--- src/rtl/writeback_stage.sv ---
// Writeback stage: registers ALU results and load data into the register-file write port.
// States: IDLE (accept EX/MEM instruction) | WAIT_LOAD (hold captured load until ack or timeout).
module writeback_stage #(
  parameter int unsigned LOAD_TIMEOUT = 15
) (
  input  logic        clock__i,
  input  logic        rst_n__i,
  input  logic        Valid__i,
  input  logic        RegWrite__i,
  input  logic        MemRead__i,
  input  logic [2:0]  LoadType__i,
  input  logic [4:0]  AddrRd__i,
  input  logic [31:0] AluResult__i,
  input  logic [31:0] DmemRdata__i,
  input  logic        DmemAck__i,
  output logic        Stall__o,
  output logic        RegWrite__o,
  output logic [4:0]  AddrRd__o,
  output logic [31:0] DataRd__o,
  output logic        LoadErr__o
);

  typedef enum logic {S_IDLE = 1'b0, S_WAIT = 1'b1} state_t;

  localparam logic [7:0] CNT_LAST = 8'(LOAD_TIMEOUT - 1);

  state_t      state_q, state_d;
  logic [7:0]  cnt_q, cnt_d;
  logic        cap_wr_q, cap_wr_d;
  logic [2:0]  cap_type_q, cap_type_d;
  logic [4:0]  cap_rd_q, cap_rd_d;
  logic [1:0]  cap_off_q, cap_off_d;
  logic        wr_q, wr_d;
  logic [4:0]  rd_q, rd_d;
  logic [31:0] data_q, data_d;
  logic        err_q, err_d;

  logic        ld_wr;
  logic [2:0]  ld_type;
  logic [4:0]  ld_rd;
  logic [1:0]  ld_off;

  function automatic logic ld_is_err(input logic [2:0] t, input logic [1:0] off);
    case (t)
      3'b000, 3'b100: ld_is_err = 1'b0;
      3'b001, 3'b101: ld_is_err = off[0];
      3'b011:         ld_is_err = (off != 2'b00);
      default:        ld_is_err = 1'b1;
    endcase
  endfunction

  function automatic logic [31:0] ld_extract(input logic [2:0] t, input logic [1:0] off,
                                             input logic [31:0] w);
    logic [7:0]  b;
    logic [15:0] h;
    case (off)
      2'd0:    b = w[7:0];
      2'd1:    b = w[15:8];
      2'd2:    b = w[23:16];
      default: b = w[31:24];
    endcase
    h = off[1] ? w[31:16] : w[15:0];
    case (t)
      3'b000:  ld_extract = {{24{b[7]}}, b};
      3'b100:  ld_extract = {24'd0, b};
      3'b001:  ld_extract = {{16{h[15]}}, h};
      3'b101:  ld_extract = {16'd0, h};
      default: ld_extract = w;
    endcase
  endfunction

  always_ff @(posedge clock__i or negedge rst_n__i) begin
    if (!rst_n__i) begin
      state_q    <= S_IDLE;
      cnt_q      <= '0;
      cap_wr_q   <= 1'b0;
      cap_type_q <= '0;
      cap_rd_q   <= '0;
      cap_off_q  <= '0;
      wr_q       <= 1'b0;
      rd_q       <= '0;
      data_q     <= '0;
      err_q      <= 1'b0;
    end else begin
      state_q    <= state_d;
      cnt_q      <= cnt_d;
      cap_wr_q   <= cap_wr_d;
      cap_type_q <= cap_type_d;
      cap_rd_q   <= cap_rd_d;
      cap_off_q  <= cap_off_d;
      wr_q       <= wr_d;
      rd_q       <= rd_d;
      data_q     <= data_d;
      err_q      <= err_d;
    end
  end

  // In WAIT_LOAD the retiring load comes only from the captured copies.
  always_comb begin
    ld_wr   = (state_q == S_WAIT) ? cap_wr_q   : RegWrite__i;
    ld_type = (state_q == S_WAIT) ? cap_type_q : LoadType__i;
    ld_rd   = (state_q == S_WAIT) ? cap_rd_q   : AddrRd__i;
    ld_off  = (state_q == S_WAIT) ? cap_off_q  : AluResult__i[1:0];
  end

  always_comb begin
    state_d    = state_q;
    cnt_d      = cnt_q;
    cap_wr_d   = cap_wr_q;
    cap_type_d = cap_type_q;
    cap_rd_d   = cap_rd_q;
    cap_off_d  = cap_off_q;
    wr_d       = 1'b0;
    rd_d       = rd_q;
    data_d     = data_q;
    err_d      = err_q;
    case (state_q)
      S_IDLE: begin
        if (Valid__i && !MemRead__i) begin
          wr_d   = RegWrite__i && (AddrRd__i != 5'd0);
          rd_d   = AddrRd__i;
          data_d = AluResult__i;
        end else if (Valid__i && !DmemAck__i) begin
          cap_wr_d   = RegWrite__i;
          cap_type_d = LoadType__i;
          cap_rd_d   = AddrRd__i;
          cap_off_d  = AluResult__i[1:0];
          cnt_d      = '0;
          state_d    = S_WAIT;
        end
      end
      S_WAIT: begin
        if (DmemAck__i) begin
          state_d = S_IDLE;
        end else if (cnt_q == CNT_LAST) begin
          err_d   = 1'b1;
          cnt_d   = '0;
          state_d = S_IDLE;
        end else begin
          cnt_d = cnt_q + 8'd1;
        end
      end
      default: state_d = S_IDLE;
    endcase
    // Load retire shared by the immediate-ack and late-ack paths.
    if (DmemAck__i && ((state_q == S_WAIT) || (Valid__i && MemRead__i))) begin
      if (ld_is_err(ld_type, ld_off)) begin
        err_d = 1'b1;
      end else begin
        wr_d   = ld_wr && (ld_rd != 5'd0);
        rd_d   = ld_rd;
        data_d = ld_extract(ld_type, ld_off, DmemRdata__i);
      end
    end
  end

  always_comb begin
    Stall__o = 1'b0;
    case (state_q)
      S_IDLE:  Stall__o = Valid__i && MemRead__i && !DmemAck__i;
      S_WAIT:  Stall__o = !DmemAck__i;
      default: Stall__o = 1'b0;
    endcase
  end

  assign RegWrite__o = wr_q;
  assign AddrRd__o   = rd_q;
  assign DataRd__o   = data_q;
  assign LoadErr__o  = err_q;

endmodule

--- config.mk ---
export PLATFORM = sky130hd
export DESIGN_NAME = writeback_stage
export DESIGN_NICKNAME = d
export VERILOG_FILES = /design/src/rtl/writeback_stage.sv
export SDC_FILE = /design/constraint.sdc
export NUM_CORES = 1
export LEC_CHECK = 0
export CAP_MARGIN = 20
export CORE_AREA = 4 4 98 100
export CTS_CLUSTER_SIZE = 25
export DETAILED_ROUTE_END_ITERATION = 7
export DIE_AREA = 0 0 102 104
export MAX_ROUTING_LAYER = met4
export PLACE_DENSITY = 0.71
export SLEW_MARGIN = 20
export SYNTH_ARGS = -nofsm -noshare
export SYNTH_HDL_FRONTEND = slang
export SYNTH_SLANG_ARGS = --single-unit
--- constraint.sdc ---
create_clock -name clock__i -period 3.2 [get_ports clock__i]
set_clock_uncertainty 0.05 [all_clocks]
set_input_delay 0.48 -clock clock__i [delete_from_list [all_inputs] [get_ports clock__i]]
set_output_delay 0.48 -clock clock__i [all_outputs]
set_load 0.01 [all_outputs]
Yosys cells after proc, flatten, opt, wreduce, memory -nomap -nowiden
Index checks and enable logic that the tools add are counted.
{ "totals": {"latchBits": 0, "mem_bits_rw": 0, "mem_bits_ro": 0, "word_cells": 79, "n_memories": 0, "ff_bits": 59, "in_bits": 78, "output_inout_bits": 40} }
{ "op_classes": {"n_addsub": 1, "bitwise_logic": 2, "n_reduce_logical": 19, "mux": 37, "shift": 0, "div_mod_pow": 0, "eq_ne": 10, "n_mul": 0, "magnitude_cmp": 0} }
{ "op_table": {"columns": ["op", "count"], "rows": [
  ["2-to-1 mux 32 bit", 4],
  ["case mux 32 bit (4 select lines)", 1],
  ["2-to-1 mux 8 bit", 4],
  ["2-to-1 mux 5 bit", 5],
  ["case mux 8 bit (3 select lines)", 1],
  ["2-to-1 mux 16 bit", 1],
  ["case mux 8 bit (2 select lines)", 1],
  ["2-to-1 mux 1 bit", 15],
  ["nonzero test 5 bit", 2],
  ["adder 8 x 1 -> 8 bit, second input constant", 1],
  ["== test 8 x 4 -> 1 bit, second input constant", 1],
  ["logical AND 1 bit", 7],
  ["== test 3 bit, second input constant", 2],
  ["!= test 2 bit, second input constant", 3],
  ["AND reduction 3 bit", 2],
  ["case mux 1 bit (2 select lines)", 2],
  ["OR reduction 2 bit", 2],
  ["== test 3 x 1 -> 1 bit, second input constant", 1],
  ["== test 3 x 2 -> 1 bit, second input constant", 1],
  ["zero test 3 bit", 1],
  ["2-to-1 mux 3 bit", 1],
  ["case mux 1 bit (3 select lines)", 1],
  ["== test 2 x 1 -> 1 bit, second input constant", 1],
  ["== test 2 bit, second input constant", 1],
  ["other kinds (6)", 8]
]} }

Longest topological paths before layout
{ "depth": {"depth_word": 7, "depth_mapped": 8} }

Worst setup path after synthesis
Ideal clock, no wire load.
{ "synth_path": {"path_kind": "input to register", "from": "input port AluResult__i[1]", "to": "register data_q[20], in the netlist DataRd__o[20]", "path_stages": 8, "setup_time_ns": 0.145, "slack_ns": 0.885, "t_required_ns": 3.005, "arrival_time_ns": 2.121, "path_cell_list": "buf_6 nand2b_4 o211a_1 or4_1 buf_2 a211oi_4 buf_6 a32oi_1"} }
{ "synth_via": {"elab_chain_len": 6, "word_cells_on_any_way": 12, "classes_between": "eq/ne (2); mux (8); reduce/logical (2)"} }
{ "synth_lines": {"columns": ["item", "line", "text"], "rows": [
  ["from (decl)", "13", "input logic [31:0] AluResult__i,"],
  ["2-to-1 mux 2 bit *", "103", "ld_off = (state_q == S_WAIT) ? cap_off_q : AluResult__i[1:0];"],
  ["== test 2 bit (tied with other cells)", "56", "case (off)"],
  ["case mux 8 bit (3 select lines) / case mux 1 bit (3 select lines) (equally long branches)", "56, 44", null],
  ["case mux 32 bit (4 select lines) / 2-to-1 mux 1 bit (equally long branches)", "63, 146", null],
  ["2-to-1 mux 32 bit *", "147", "if (ld_is_err(ld_type, ld_off)) begin"],
  ["2-to-1 mux 32 bit *", "146", "if (DmemAck__i && ((state_q == S_WAIT) || (Valid__i && MemRead__i))) begin"],
  ["net data_d[20]", "35", "logic [31:0] data_q, data_d;"],
  ["to (signal assigned)", "93", "data_q <= data_d;"],
  ["to (decl)", "35", null]
]} }
Mark *: on every way through the listed nets, which the timed path passes. The rest lies on a longest branch. The select of a mux whose other input is x is not followed.
A chain may end at the register's enable or synchronous reset.

Worst setup path in the final report
{ "layout_path": {"from": "register state_q", "to": "output port Stall__o"} }
{ "layout_via": {"elab_chain_len": 2} }
{ "layout_lines": {"columns": ["item", "line", "text"], "rows": [
  ["from (decl)", "27", "state_t state_q, state_d;"],
  ["from (signal assigned)", "85", "state_q <= state_d;"],
  ["NOT 1 bit (no line)", null, null],
  ["case mux 1 bit (2 select lines) *", "159", "case (state_q)"],
  ["to (decl)", "16", "output logic Stall__o,"]
]} }
Every way passes the cells marked *; elsewhere a longest branch is shown, timed or not.

==> impl_metrics.prom <==
# TYPE chip_impl_metric gauge
chip_impl_metric{name="cts-resized-gates",unit=""} 0
chip_impl_metric{name="finalPower",unit="mW"} 2.639
chip_impl_metric{name="fin_crit",unit="ps"} 2985
chip_impl_metric{name="synth.ff_latch_count",unit=""} 59
chip_impl_metric{name="powerDensity",unit="nW/um2"} 530.9
chip_impl_metric{name="power.static_leakage",unit="nW"} 2.017
chip_impl_metric{name="floorplan.initialDensity",unit=""} 0.3943
chip_impl_metric{name="die_h",unit="um"} 104
chip_impl_metric{name="wire_length_reported_by_the_detailed_router",unit="mm"} 11.14
chip_impl_metric{name="fin_tns_setup",unit="ps"} 0
chip_impl_metric{name="cts-buffers-inserted",unit=""} 9
chip_impl_metric{name="placed_area",unit="um2"} 4733
chip_impl_metric{name="synthesis.yosys.warnings",unit=""} 0
chip_impl_metric{name="detail_route.wl_per_cell",unit="um"} 18.38
chip_impl_info{name="timing.setup.critical_path_class",value="register to output pin"} 1
chip_impl_metric{name="worstSkewPairLatency",unit="ps"} 340
chip_impl_metric{name="cts_setup_buffers",unit=""} 0
chip_impl_metric{name="post_synth_num_cell_types",unit=""} 54
chip_impl_metric{name="dp_hpwl",unit="mm"} 8.305
chip_impl_metric{name="final.setup.worst_slack",unit="ps"} 215.3
chip_impl_metric{name="detailroute.via_count",unit=""} 3453
chip_impl_info{name="hold_class",value="primary input to async pin"} 1
chip_impl_metric{name="floorplan.rows",unit=""} 34
chip_impl_metric{name="fp.dieArea",unit="um2"} 10610
chip_impl_metric{name="synth_edf_count",unit=""} 0
chip_impl_metric{name="final_hold_viol_count",unit=""} 0
chip_impl_metric{name="r2r.worst_path.cells",unit=""} 5
chip_impl_info{name="endpoint_kind",value="output pin"} 1
chip_impl_metric{name="cp_max_fo",unit=""} 20
chip_impl_metric{name="worst_setup_slack_post_dpl",unit="ps"} 284.8
chip_impl_metric{name="track_usage",unit=""} 0.2129
chip_impl_metric{name="maxCapViolCount",unit=""} 0
chip_impl_info{name="outcome",value="complete, no violations"} 1
chip_impl_metric{name="cts_max_level",unit=""} 3
chip_impl_metric{name="die_w",unit="um"} 102
chip_impl_metric{name="synthesis_to_finish_area_growth",unit="%"} 45.23
chip_impl_metric{name="global_route.overflow_total",unit=""} 0
chip_impl_metric{name="netlist_instances",unit=""} 374
chip_impl_info{name="rsz0062_at_grt",value="no"} 1
chip_impl_metric{name="synthesis.nets",unit=""} 454
chip_impl_metric{name="r2r_slack",unit="ps"} 490
chip_impl_metric{name="timing.final.crit_share",unit=""} 0.9327
chip_impl_metric{name="fin_area",unit="um2"} 4970
chip_impl_metric{name="fp.coreArea",unit="um2"} 8678
chip_impl_metric{name="clk_transition_reported_paths",unit="ps"} 70
chip_impl_metric{name="synth-seq-area-share",unit=""} 0.4314
chip_impl_metric{name="drc",unit=""} 0
chip_impl_metric{name="cts_hold_buf",unit=""} 0
chip_impl_metric{name="max_freq",unit="GHz"} 0.3350
chip_impl_metric{name="gp_congestion",unit=""} 0.9048
chip_impl_metric{name="grt_first_pass_wirelength",unit="mm"} 17.46
chip_impl_metric{name="io-pin-count",unit=""} 118
chip_impl_metric{name="irDropWorstVdd",unit="mV"} 0.2718
chip_impl_info{name="rr_startpoint",value="state_q$_DFF_PN0_"} 1
chip_impl_info{name="clock_tree.root_cell",value="sky130_fd_sc_hd__clkbuf_8"} 1
chip_impl_metric{name="syn-cell-area",unit="um2"} 3422
chip_impl_metric{name="drt-initial-drc-count",unit=""} 253
chip_impl_metric{name="grt_start_max_net_pins",unit=""} 33
chip_impl_metric{name="worst-endpoint-arrival",unit="ps"} 2450
chip_impl_metric{name="antenna_violating_nets_post_route",unit=""} 0
chip_impl_metric{name="report.final.slew_viol_count",unit=""} 0
chip_impl_metric{name="via_count_of_the_first_global_routing_pass",unit=""} 3467
chip_impl_metric{name="count_of_port_buffers_added_during_placement",unit=""} 117
chip_impl_info{name="regToRegEndpoint",value="DataRd__o[10]$_DFF_PN0_"} 1
chip_impl_metric{name="synth-async-reset-ratio",unit=""} 1.000
chip_impl_metric{name="crit_required",unit="ps"} 2670
chip_impl_metric{name="number_of_setup_violations_in_the_final_report",unit=""} 0
chip_impl_metric{name="worst-slew-pin-transition",unit="ps"} 861.5
chip_impl_metric{name="clock_path_buffers",unit=""} 2
chip_impl_info{name="dominantRegCellSynth",value="sky130_fd_sc_hd__dfrtp_1"} 1
chip_impl_metric{name="antenna_found_initial",unit=""} 0
chip_impl_metric{name="drive_gt1_frac",unit=""} 0.1205
chip_impl_metric{name="cts_sinks",unit=""} 59
chip_impl_metric{name="ant_diodes",unit=""} 0
chip_impl_info{name="cts_tree",value="built"} 1
chip_impl_metric{name="max-slew-margin-rel",unit=""} 0.4257
chip_impl_info{name="critical_path.startpoint_type",value="register"} 1
chip_impl_metric{name="synthesis.area_per_instance",unit="um2"} 9.150
chip_impl_info{name="most-common-layout-cells",value="sky130_fd_sc_hd__clkdlybuf4s50_1 (116), sky130_fd_sc_hd__nand2_1 (89), sky130_fd_sc_hd__dfrtp_1 (59)"} 1
chip_impl_info{name="most_common_library_cell_in_the_layout_ignoring_fill_and_taps",value="sky130_fd_sc_hd__clkdlybuf4s50_1"} 1
chip_impl_metric{name="fin_nets",unit=""} 573
chip_impl_metric{name="drt_pass1_iterations",unit=""} 5
chip_impl_metric{name="routed_via_density",unit=""} 5.698
cells by family after synthesis:
logic type / count (synthesis) / share of synthesized area
AND/OR/NAND/NOR: 163 / 0.2314
AO/OA/AOI/OAI: 93 / 0.2044
flip-flops: 59 / 0.4314
buffers and inverters: 29 / 0.03766
multiplexers: 24 / 0.07751
XOR/XNOR: 4 / 0.01024
adder cells (fa/ha/maj): 2 / 0.007311
power by group:
part / internal (mW) / switching (mW)
Sequential: 0.892 / 0.117
Combinational: 0.464 / 0.364
Clock: 0.483 / 0.318
how the worst max path moves through the flow:
stage	startpoint	end	slack, ps	cells past startpoint
after floorplan	AluResult__i[1]	DataRd__o[20]$_DFF_PN0_	880	8
after detailed placement	LoadType__i[0]	DataRd__o[0]$_DFF_PN0_	280	6
after global placement	LoadType__i[0]	DataRd__o[2]$_DFF_PN0_	290	6
after CTS	state_q$_DFF_PN0_	Stall__o	250	4
final	state_q$_DFF_PN0_	Stall__o	220	4
after global routing	state_q$_DFF_PN0_	Stall__o	110	4
cells in the mapped netlist (all sizes together), types with 4 or more instances:
library cell   n  share of area
nand2b         5          0.011
mux2i          7          0.022
clkbuf        17          0.019
inv            6         0.0066
a211oi         4          0.014
a221oi        10          0.026
dfrtp         59           0.43
a32oi         16          0.041
buf            6          0.012
or3            5         0.0091
o211ai         5          0.011
o21ai         11          0.016
and3           9          0.016
o221a          4          0.013
nand3         11          0.016
mux2          17          0.056
nor3           5         0.0073
a21oi         20          0.029
nor2          11          0.012
nand2         89          0.098
nor2b          6          0.011
per-stage QoR:
step | hold WS (ps) | std cells | utilization
4_1_cts | 107.2 | 606 | 0.5727
3_5_place_dp | 419.5 | 590 | 0.5454
6_report | 105.0 | 606 | 0.5727
5_1_grt | 134.1 | 606 | 0.5727
2_1_floorplan | 134.4 | 374 | -
3_3_place_gp | 422.4 | 590 | 0.5454
worst max-delay path, stage by stage, from the launching register on:
cell and delay [ps]:
sky130_fd_sc_hd__dfrtp_1 760, sky130_fd_sc_hd__a21oi_1 230, sky130_fd_sc_hd__or2_2 390, sky130_fd_sc_hd__inv_1 160, sky130_fd_sc_hd__clkdlybuf4s50_1 570
flip-flops by register name (all words and copies together) (netlist names):
register / count
cap_rd_q: 5
RegWrite__o: 1
cap_type_q: 3
cap_wr_q: 1
DataRd__o: 32
LoadErr__o: 1
cnt_q: 8
cap_off_q: 2
AddrRd__o: 5
state_q: 1
area by class of cell:
type	instances	area, um2
fillers	803	3709
multi-input cells	286	1828
flip-flops and latches	59	1476
repair buffers	131	1271
clock buffers	11	151.4
well taps	108	135.1
clock inverters	5	85.08
inverters	6	22.52
layer usage:
metal / track usage / share of wire
met5: - / 0
met4: 0.07779 / 0.023
met3: 0.04896 / 0.085
met2: 0.3213 / 0.47
met1: 0.2786 / 0.42
(Power assumes the default switching activity.)
==> RTL change: new RTL, same settings <==
Set the parameter `LOAD_TIMEOUT` to 7 (it was 15).
--- a/src/rtl/writeback_stage.sv
+++ b/src/rtl/writeback_stage.sv
@@ -3,3 +3,3 @@
 module writeback_stage #(
-  parameter int unsigned LOAD_TIMEOUT = 15
+  parameter int unsigned LOAD_TIMEOUT = 7
 ) (
Check against the original RTL: not equivalent (a bounded check fails within 10 cycles, from zero or initial values and one cycle with rst_n__i low).
==> RTL change against the unedited design <==
Worst setup slack better by 0.19 ns; critical path depth up 1; total power is 3.0% lower; sequential power about the same; sequential cell count did not move; synthesized area increased by 3.7%; hold slack got worse by 0.0027 ns; design area grew 1.5%; wire length shrank 2.2%.
==> RTL change: results (changes against the unedited design) <==
* Status: finished clean
* Number of fill cells in the layout at 796 (-0.87%)
* Pre-Repair DR Iteration Count at 4 (-1)
* Min Hold Slack at 0.102 ns (-0.00272 ns)
* Fraction of layout cells with a size suffix above 1 at 13.6% (+1.5 points)
* Largest net degree at the start of global routing at 34 (+3.0%)
* Avg Vias per Cell at 5.57 (-2.3%)
* Final Net Count at 577 (+0.70%)
* Worst-Margin Slew at 0.681 ns (-0.180 ns)
* CP peak stage delay at 0.67 ns (-0.09 ns)
* Worst VDD drop at 235 uV (-14%)
* Critical Path AT at 2.27 ns (-0.18 ns)
* Pre-CTS WS at 0.351 ns (+0.0663 ns)
* Drt wl/cell at 17.9 um (-2.7%)
* Worst R2R Path Depth at 7 (+2)
* Gp weighted congestion at 0.884 (-2.4%)
* Gr usage total at 20.9% (-0.39 points)
* Vias in the first global route at 3400 (-1.9%)
* Synth cell count leaders: 96 x nand2_1, 59 x dfrtp_1, 21 x a21oi_1, 21 x o21ai_0
* Placed cells at 594 (+0.68%)
* Maximum fanout along the worst path at 15 (-25%)
* Lkg Pwr at 0.00205 uW (+1.7%)
* Detailed placement HPWL at 8150 um (-1.9%)
* Non-Filler Instances at 609 (+0.50%)
* First-pass GRT wire length at 17100 um (-1.9%)
* Syn_area_per_cell at 9.39 um^2 (+2.6%)
[RTL change: layout make-up]
| cell class | instances | area [um^2] | area share, % |
|---|---|---|---|
| timing repair buffer | 131 | 1270 | 25.2 |
| sequential | 59 | 1480 | 29.3 |
| clock inverter | 2 | 35.0 | 0.694 |
| clock buffer | 13 | 159 | 3.15 |
| multi-input combinational | 291 | 1950 | 38.7 |
| tap | 108 | 135 | 2.68 |
| inverter | 5 | 18.8 | 0.372 |
[RTL change: kinds of logic after synthesis]
family	share of synthesized area, %
flip-flops	41.6
buffers and inverters	3.81
XOR/XNOR	0.494
adder cells (fa/ha/maj)	0.705
AND/OR/NAND/NOR	22.0
AO/OA/AOI/OAI	24.2
multiplexers	7.23
[RTL change: power by group]
group	switching (uW)	total [uW]	internal (uW)
Clock	291	688	398
Sequential	120	1010	894
Combinational	375	857	482
Total	786	2560	1770
[RTL change: layer usage]
metal  global-route usage [%]  wire, um  share of wire [%]
met4                     5.90       180                1.7
met5                        -         0                  0
met2                     32.5      5180                 48
met3                     4.29       762                7.0
met1                     27.5      4760                 44
[RTL change: worst register-to-register path, delay by kind of cell (launching register included)]
| family | cells | cell delay, ns |
|---|---|---|
| buffers and inverters | 2 | 0.48 |
| AO/OA/AOI/OAI | 4 | 0.94 |
| flip-flops | 1 | 0.67 |
| AND/OR/NAND/NOR | 1 | 0.27 |
[RTL change: how the worst min path moves through the flow]
stage,startpoint,end
after floorplan,rst_n__i,AddrRd__o[0]$_DFF_PN0_
after global placement,LoadErr__o$_DFF_PN0_,LoadErr__o$_DFF_PN0_
after detailed placement,LoadErr__o$_DFF_PN0_,LoadErr__o$_DFF_PN0_
after CTS,rst_n__i,DataRd__o[30]$_DFF_PN0_
after global routing,rst_n__i,DataRd__o[30]$_DFF_PN0_
final,rst_n__i,DataRd__o[30]$_DFF_PN0_
